--- src/rtl/cordic_iteration.sv ---
// Single combinational CORDIC micro-rotation: one shift-add step on x/y and one
// angle-table update on z. Modes are circular, linear and hyperbolic.
module cordic_iteration #(
    parameter int unsigned FIXED_WIDTH = 16
) (
    input  logic signed [FIXED_WIDTH-1:0] x,
    input  logic signed [FIXED_WIDTH-1:0] y,
    input  logic signed [FIXED_WIDTH-1:0] z,
    input  logic        [1:0]             mode,
    input  logic                          is_sigma_positive,
    input  logic        [3:0]             shift,
    input  logic signed [FIXED_WIDTH-1:0] delta_z,
    output logic signed [FIXED_WIDTH-1:0] next_x,
    output logic signed [FIXED_WIDTH-1:0] next_y,
    output logic signed [FIXED_WIDTH-1:0] next_z
);

    logic signed [FIXED_WIDTH-1:0] x_sh;
    logic signed [FIXED_WIDTH-1:0] y_sh;

    always_comb begin
        x_sh   = x >>> shift;
        y_sh   = y >>> shift;
        next_y = is_sigma_positive ? y + x_sh : y - x_sh;
        next_z = is_sigma_positive ? z - delta_z : z + delta_z;
        case (mode)
            2'b00:   next_x = is_sigma_positive ? x - y_sh : x + y_sh;
            2'b10:   next_x = is_sigma_positive ? x + y_sh : x - y_sh;
            default: next_x = x;
        endcase
    end

endmodule

--- src/rtl/cordic_controller.sv ---
// Iterative multi-mode CORDIC engine: loads operands on start, runs one
// micro-rotation per clock for ITERATIONS cycles, then presents the results.
module cordic_controller #(
    parameter int unsigned FIXED_WIDTH = 16,
    parameter int unsigned ITERATIONS  = 9
) (
    input  logic                          clk,
    input  logic                          rst,
    input  logic                          start,
    input  logic        [1:0]             mode,
    input  logic                          vectoring,
    input  logic signed [FIXED_WIDTH-1:0] x_in,
    input  logic signed [FIXED_WIDTH-1:0] y_in,
    input  logic signed [FIXED_WIDTH-1:0] z_in,
    output logic                          busy,
    output logic                          done,
    output logic                          err,
    output logic signed [FIXED_WIDTH-1:0] x_out,
    output logic signed [FIXED_WIDTH-1:0] y_out,
    output logic signed [FIXED_WIDTH-1:0] z_out
);

    typedef enum logic [1:0] {StIdle, StRun, StDone} state_e;

    localparam logic [1:0] ModeCirc    = 2'b00;
    localparam logic [1:0] ModeLin     = 2'b01;
    localparam logic [1:0] ModeHyp     = 2'b10;
    localparam logic [1:0] ModeInvalid = 2'b11;
    localparam logic [3:0] LastStep    = 4'(ITERATIONS - 1);
    localparam logic signed [FIXED_WIDTH-1:0] One = FIXED_WIDTH'(4096);

    state_e                        state_q;
    logic        [3:0]             step_q;
    logic        [3:0]             shift;
    logic        [1:0]             mode_q;
    logic                          vec_q;
    logic signed [FIXED_WIDTH-1:0] x_q, y_q, z_q;
    logic signed [FIXED_WIDTH-1:0] delta_z;
    logic signed [FIXED_WIDTH-1:0] next_x, next_y, next_z;
    logic                          is_sigma_positive;

    assign is_sigma_positive = vec_q ? y_q[FIXED_WIDTH-1] : ~z_q[FIXED_WIDTH-1];

    always_comb begin
        shift   = step_q;
        delta_z = '0;
        case (mode_q)
            ModeCirc: begin
                case (step_q)
                    4'd0:    delta_z = FIXED_WIDTH'(3217);
                    4'd1:    delta_z = FIXED_WIDTH'(1899);
                    4'd2:    delta_z = FIXED_WIDTH'(1003);
                    4'd3:    delta_z = FIXED_WIDTH'(509);
                    4'd4:    delta_z = FIXED_WIDTH'(256);
                    4'd5:    delta_z = FIXED_WIDTH'(128);
                    4'd6:    delta_z = FIXED_WIDTH'(64);
                    4'd7:    delta_z = FIXED_WIDTH'(32);
                    4'd8:    delta_z = FIXED_WIDTH'(16);
                    default: delta_z = '0;
                endcase
            end
            ModeLin: delta_z = One >>> shift;
            ModeHyp: begin
                // Schedule starts at 1 and repeats 4 so the hyperbolic sequence converges.
                shift = (step_q < 4'd4) ? step_q + 4'd1 : step_q;
                case (shift)
                    4'd1:    delta_z = FIXED_WIDTH'(2250);
                    4'd2:    delta_z = FIXED_WIDTH'(1046);
                    4'd3:    delta_z = FIXED_WIDTH'(515);
                    4'd4:    delta_z = FIXED_WIDTH'(256);
                    4'd5:    delta_z = FIXED_WIDTH'(128);
                    4'd6:    delta_z = FIXED_WIDTH'(64);
                    4'd7:    delta_z = FIXED_WIDTH'(32);
                    4'd8:    delta_z = FIXED_WIDTH'(16);
                    default: delta_z = '0;
                endcase
            end
            default: delta_z = '0;
        endcase
    end

    cordic_iteration #(
        .FIXED_WIDTH(FIXED_WIDTH)
    ) u_iter (
        .x                 (x_q),
        .y                 (y_q),
        .z                 (z_q),
        .mode              (mode_q),
        .is_sigma_positive (is_sigma_positive),
        .shift             (shift),
        .delta_z           (delta_z),
        .next_x            (next_x),
        .next_y            (next_y),
        .next_z            (next_z)
    );

    always_ff @(posedge clk) begin
        if (rst) begin
            state_q <= StIdle;
            step_q  <= '0;
            mode_q  <= ModeCirc;
            vec_q   <= 1'b0;
            x_q     <= '0;
            y_q     <= '0;
            z_q     <= '0;
            busy    <= 1'b0;
            done    <= 1'b0;
            err     <= 1'b0;
            x_out   <= '0;
            y_out   <= '0;
            z_out   <= '0;
        end else begin
            unique case (state_q)
                StRun: begin
                    x_q    <= next_x;
                    y_q    <= next_y;
                    z_q    <= next_z;
                    step_q <= step_q + 4'd1;
                    if (step_q == LastStep) begin
                        state_q <= StDone;
                        busy    <= 1'b0;
                        done    <= 1'b1;
                        x_out   <= next_x;
                        y_out   <= next_y;
                        z_out   <= next_z;
                    end
                end
                default: begin
                    done    <= 1'b0;
                    state_q <= StIdle;
                    if (start) begin
                        err <= 1'b0;
                        if (mode == ModeInvalid) begin
                            state_q <= StDone;
                            done    <= 1'b1;
                            err     <= 1'b1;
                            x_out   <= '0;
                            y_out   <= '0;
                            z_out   <= '0;
                        end else begin
                            state_q <= StRun;
                            busy    <= 1'b1;
                            x_q     <= x_in;
                            y_q     <= y_in;
                            z_q     <= z_in;
                            mode_q  <= mode;
                            vec_q   <= vectoring;
                            step_q  <= '0;
                        end
                    end
                end
            endcase
        end
    end

endmodule

--- config.mk ---
export PLATFORM = sky130hd
export DESIGN_NAME = cordic_controller
export DESIGN_NICKNAME = d
export VERILOG_FILES = /design/src/rtl/cordic_iteration.sv /design/src/rtl/cordic_controller.sv
export SDC_FILE = /design/constraint.sdc
export NUM_CORES = 1
export LEC_CHECK = 0
export ABC_AREA = 1
export CORE_MARGIN = 5
export CORE_UTILIZATION = 30
export DETAILED_ROUTE_END_ITERATION = 6
export GPL_TIMING_DRIVEN = 0
export PLACE_DENSITY = 0.58
export RECOVER_POWER = 100
export SYNTH_ARGS = -nofsm -noshare
export SYNTH_HDL_FRONTEND = slang
export SYNTH_SLANG_ARGS = --single-unit
--- constraint.sdc ---
create_clock -name clk -period 4.6 [get_ports clk]
set_input_delay 0.46 -clock clk [delete_from_list [all_inputs] [get_ports clk]]
set_output_delay 0.46 -clock clk [all_outputs]
set_load 0.01 [all_outputs]
==> results.toml <==
[outcome]
outcome = "finished clean"

[route]
postRouteAntennaNets = 0
remaining_drc_errors = 0
drtIter0Drc = 960
iteration_count_of_the_initial_detailed_routing_pass = 5
detail_route.wl_per_cell_um = 18.94
drt_wl_total_um = 41260
vias_per_cell = 5.227
detailroute.via_count = 11390

[floorplanning]
die_height_um = 193.9
starting_utilization_of_the_core_area_pct = 30.34
design.portCount = 105
placeableCoreArea_mm2 = 0.03345
chipWidth_um = 193.9
die_area_mm2 = 0.03761
rows = 67

[pwr]
power.clock.fraction_pct = 25.8
power.sequential.fraction_pct = 23.7
power.share.combinational_pct = 50.4
p_sw_uw = 2382
power.internal_uw = 2862
totalPowerFinal_uw = 5244
p_per_area_mw_per_mm2 = 404.7
sw_frac_of_total_pct = 45.42
worst_ir_drop_vdd_uv = 272.6
power.leakage_uw = 0.005876

[cells_and_area]
fin_area_mm2 = 0.01296
num-fill-cells = 3532
diodes = 0
drive_above_1_share_pct = 13.69
design.final.nets = 1855
area_growth_pct = 27.66
final_core_util_pct = 38.74

[logic_synthesis]
synthesis.area_mm2 = 0.01015
synthDominantAreaCellType = "sky130_fd_sc_hd__dfxtp_1"
post-synth-top-count-cell = "sky130_fd_sc_hd__nand2_1"
postSynthCellCount = 1568
synth.top_cells.by_area = "sky130_fd_sc_hd__dfxtp_1 23%, sky130_fd_sc_hd__nand2_1 11%, sky130_fd_sc_hd__o21ai_0 11%"
synth_edf_count = 0
synth_largest_type_area_fraction_pct = 23.27
ys_ff_latch = 118
synth.top_cells.by_count = "305 x sky130_fd_sc_hd__nand2_1, 224 x sky130_fd_sc_hd__o21ai_0, 174 x sky130_fd_sc_hd__a21oi_1"
synth_top_flop_cell = "sky130_fd_sc_hd__dfxtp_1"
synth_async_sr_flop_share_pct = 0
synth-warning-count = 0
syn_nets = 1705
synthesis.area_per_instance_um2 = 6.473
synth.distinct_cells = 48
seq_area_frac_synth_pct = 23.27

[clock_network]
clk_root_buffer_cell = "sky130_fd_sc_hd__clkbuf_16"
h_tree_lvls = 4
clk_transition_reported_paths_ns = 0.07
clock_sink_count = 118
clock_latency_ns = 0.45
tritoncts_clock_tree = "built"
cts.hold.buffers_added = 0
cts_made_buffers = 17
clock_tree_buffer_depth = 2

[worst_setup_path]
crit_path_max_fanout = 10
slowest_delay_ns = 0.43
crit_path_end_kind = "flip-flop"
critical-path-top-cell-by-count = "sky130_fd_sc_hd__nand2_1"
worst_ep_required_time_ns = 4.91
critical_path.top_delay_family = "compound AO/OA/AOI/OAI gates"
worst_path_max_delay_cell = "sky130_fd_sc_hd__fa_1"
worstSetupStartpointType = "flip-flop"
arrival_ns = 4.73
critical_path.n_buffers_inverters = 6
critical_path_class = "reg -> reg"

[timing]
setup_violations = 0
unrepaired_setup_endpoints_after_global_routing = "yes"
finalCritPeriodShare_pct = 96.14
slew_headroom_pct = 27.73
worst_slack_ns = 0.1777
final_hold_violation_count = 0
min_period_ns = 4.422
fmax_mhz = 226.1
tightest_slew_ns = 1.084
fin_worst_skew_ns = 0.01630
timing_max_transition_violations_final = 0
fin_hold_ws_ns = 0.4788

[global_route]
grt_overflow_total = 0
grt_max_degree = 17
via_count_of_the_first_global_routing_pass = 10960
grt_use_total_pct = 21.24
initial_antenna_violation_count = 0
grt_pass1_wl_um = 63060

[placement]
pre_cts_ws_ns = -0.6721
dpl_cell_area_mm2 = 0.01175
hpwlAfterDp_um = 32060
routabilityCongestion = 0.9784
numPortBuffers = 104

[hold_path]
hold_path.class = "reg -> reg"

[flow_run]
timing.max_cap.violations = 0
-- layout by cell type (no fill, tap or decap), drive strengths merged, types with 2 or more instances in the layout --
cell type,synthesis,routed
a21oi,175,175
nor2,82,82
nand3,154,154
a21boi,2,2
o211ai,9,9
o31ai,4,4
nand4,5,5
nor3,12,12
clkdlybuf4s50,0,51
o21ai,234,234
nand2,325,325
dlygate4sd3,0,53
inv,181,189
xor2,24,24
a31o,2,2
a211oi,4,4
xnor2,13,13
clkbuf,54,66
dfxtp,118,118
o21bai,2,2
a221oi,18,18
a21o,5,5
ha,79,79
buf,22,55
a31oi,12,12
or2,12,12
clkinvlp,0,4
fa,4,4
o22ai,4,4
o2111ai,7,7
-- registers in the layout, indices dropped and copies added, names as in the netlist, named ones only --
name	count
x_q	16
step_q	4
x_out	16
mode_q	2
state_q	2
z_q	16
vec_q	1
busy	1
y_out	16
y_q	16
z_out	16
err	1
-- what timing repair did --
action	in CTS	in global routing
pin swaps	2	30
setup endpoints to repair	34	51
buffers inserted	3	28
gates resized for setup	28	141
-- power by group through the flow --
stage | Sequential, uW | Clock, uW | Combinational [uW]
finish | 1240 | 1350 | 2650
global route | 1260 | 1410 | 2950
CTS | 1240 | 1370 | 2450
detailed placement | 1260 | 0 | 2410
global placement | 1260 | 0 | 2400
floorplan | 1250 | 0 | 1670
-- worst reg2reg max path: cells and delay by family (launching register included) --
kind / cells / cell delay [ns]
AO/OA/AOI/OAI: 7 / 1.14
XOR/XNOR: 1 / 0.21
adder cells (fa/ha/maj): 3 / 0.94
buffers and inverters: 6 / 0.73
flip-flops: 1 / 0.39
AND/OR/NAND/NOR: 9 / 0.87
-- per-stage QoR --
| step | TNS [ns] | instances |
|---|---|---|
| floorplan | 0 | 1568 |
| global route | -0.3279 | 2179 |
| finish | 0 | 2179 |
| global placement | -11.99 | 2120 |
| CTS | 0 | 2154 |
| detailed placement | -11.80 | 2120 |
-- cell families (layout without fill, tap and decap cells) --
family	Yosys count	in the layout	synth area share, %
AO/OA/AOI/OAI	481	481	25.97
XOR/XNOR	37	37	3.193
adder cells (fa/ha/maj)	83	83	10.53
buffers and inverters	257	420	10.26
flip-flops	118	118	23.27
multiplexers	1	1	0.09862
AND/OR/NAND/NOR	591	591	26.68
-- layer usage --
metal,track usage (%),vias up,part of all wire (%)
met5,0,-,0
met1,28.17,5343,45
met4,5.885,0,2.3
li1,-,5633,-
met3,4.240,52,5.9
met2,35.31,362,47
-- worst paths after layout --
check            start   endpoint  slack [ns]  depth (start not counted)
max          step_q[0]  x_out[14]        0.18                         26
min              vec_q      vec_q        0.48                          2
max reg2reg  step_q[0]  x_out[14]        0.18                         26
min reg2reg      vec_q      vec_q        0.48                          2
-- area by class of cell --
| class | instances | area [um^2] | area share [%] |
|---|---|---|---|
| Clock inverter | 14 | 138.9 | 1.072 |
| Inverter | 181 | 689.4 | 5.321 |
| Clock buffer | 18 | 429.2 | 3.312 |
| Timing Repair Buffer | 135 | 1285 | 9.917 |
| Buffer | 72 | 397.9 | 3.071 |
| Sequential cell | 118 | 2372 | 18.31 |
| Tap cell | 448 | 560.5 | 4.326 |
| Multi-Input combinational cell | 1193 | 7084 | 54.67 |
Note: power is estimated with default switching activity, not from simulation.
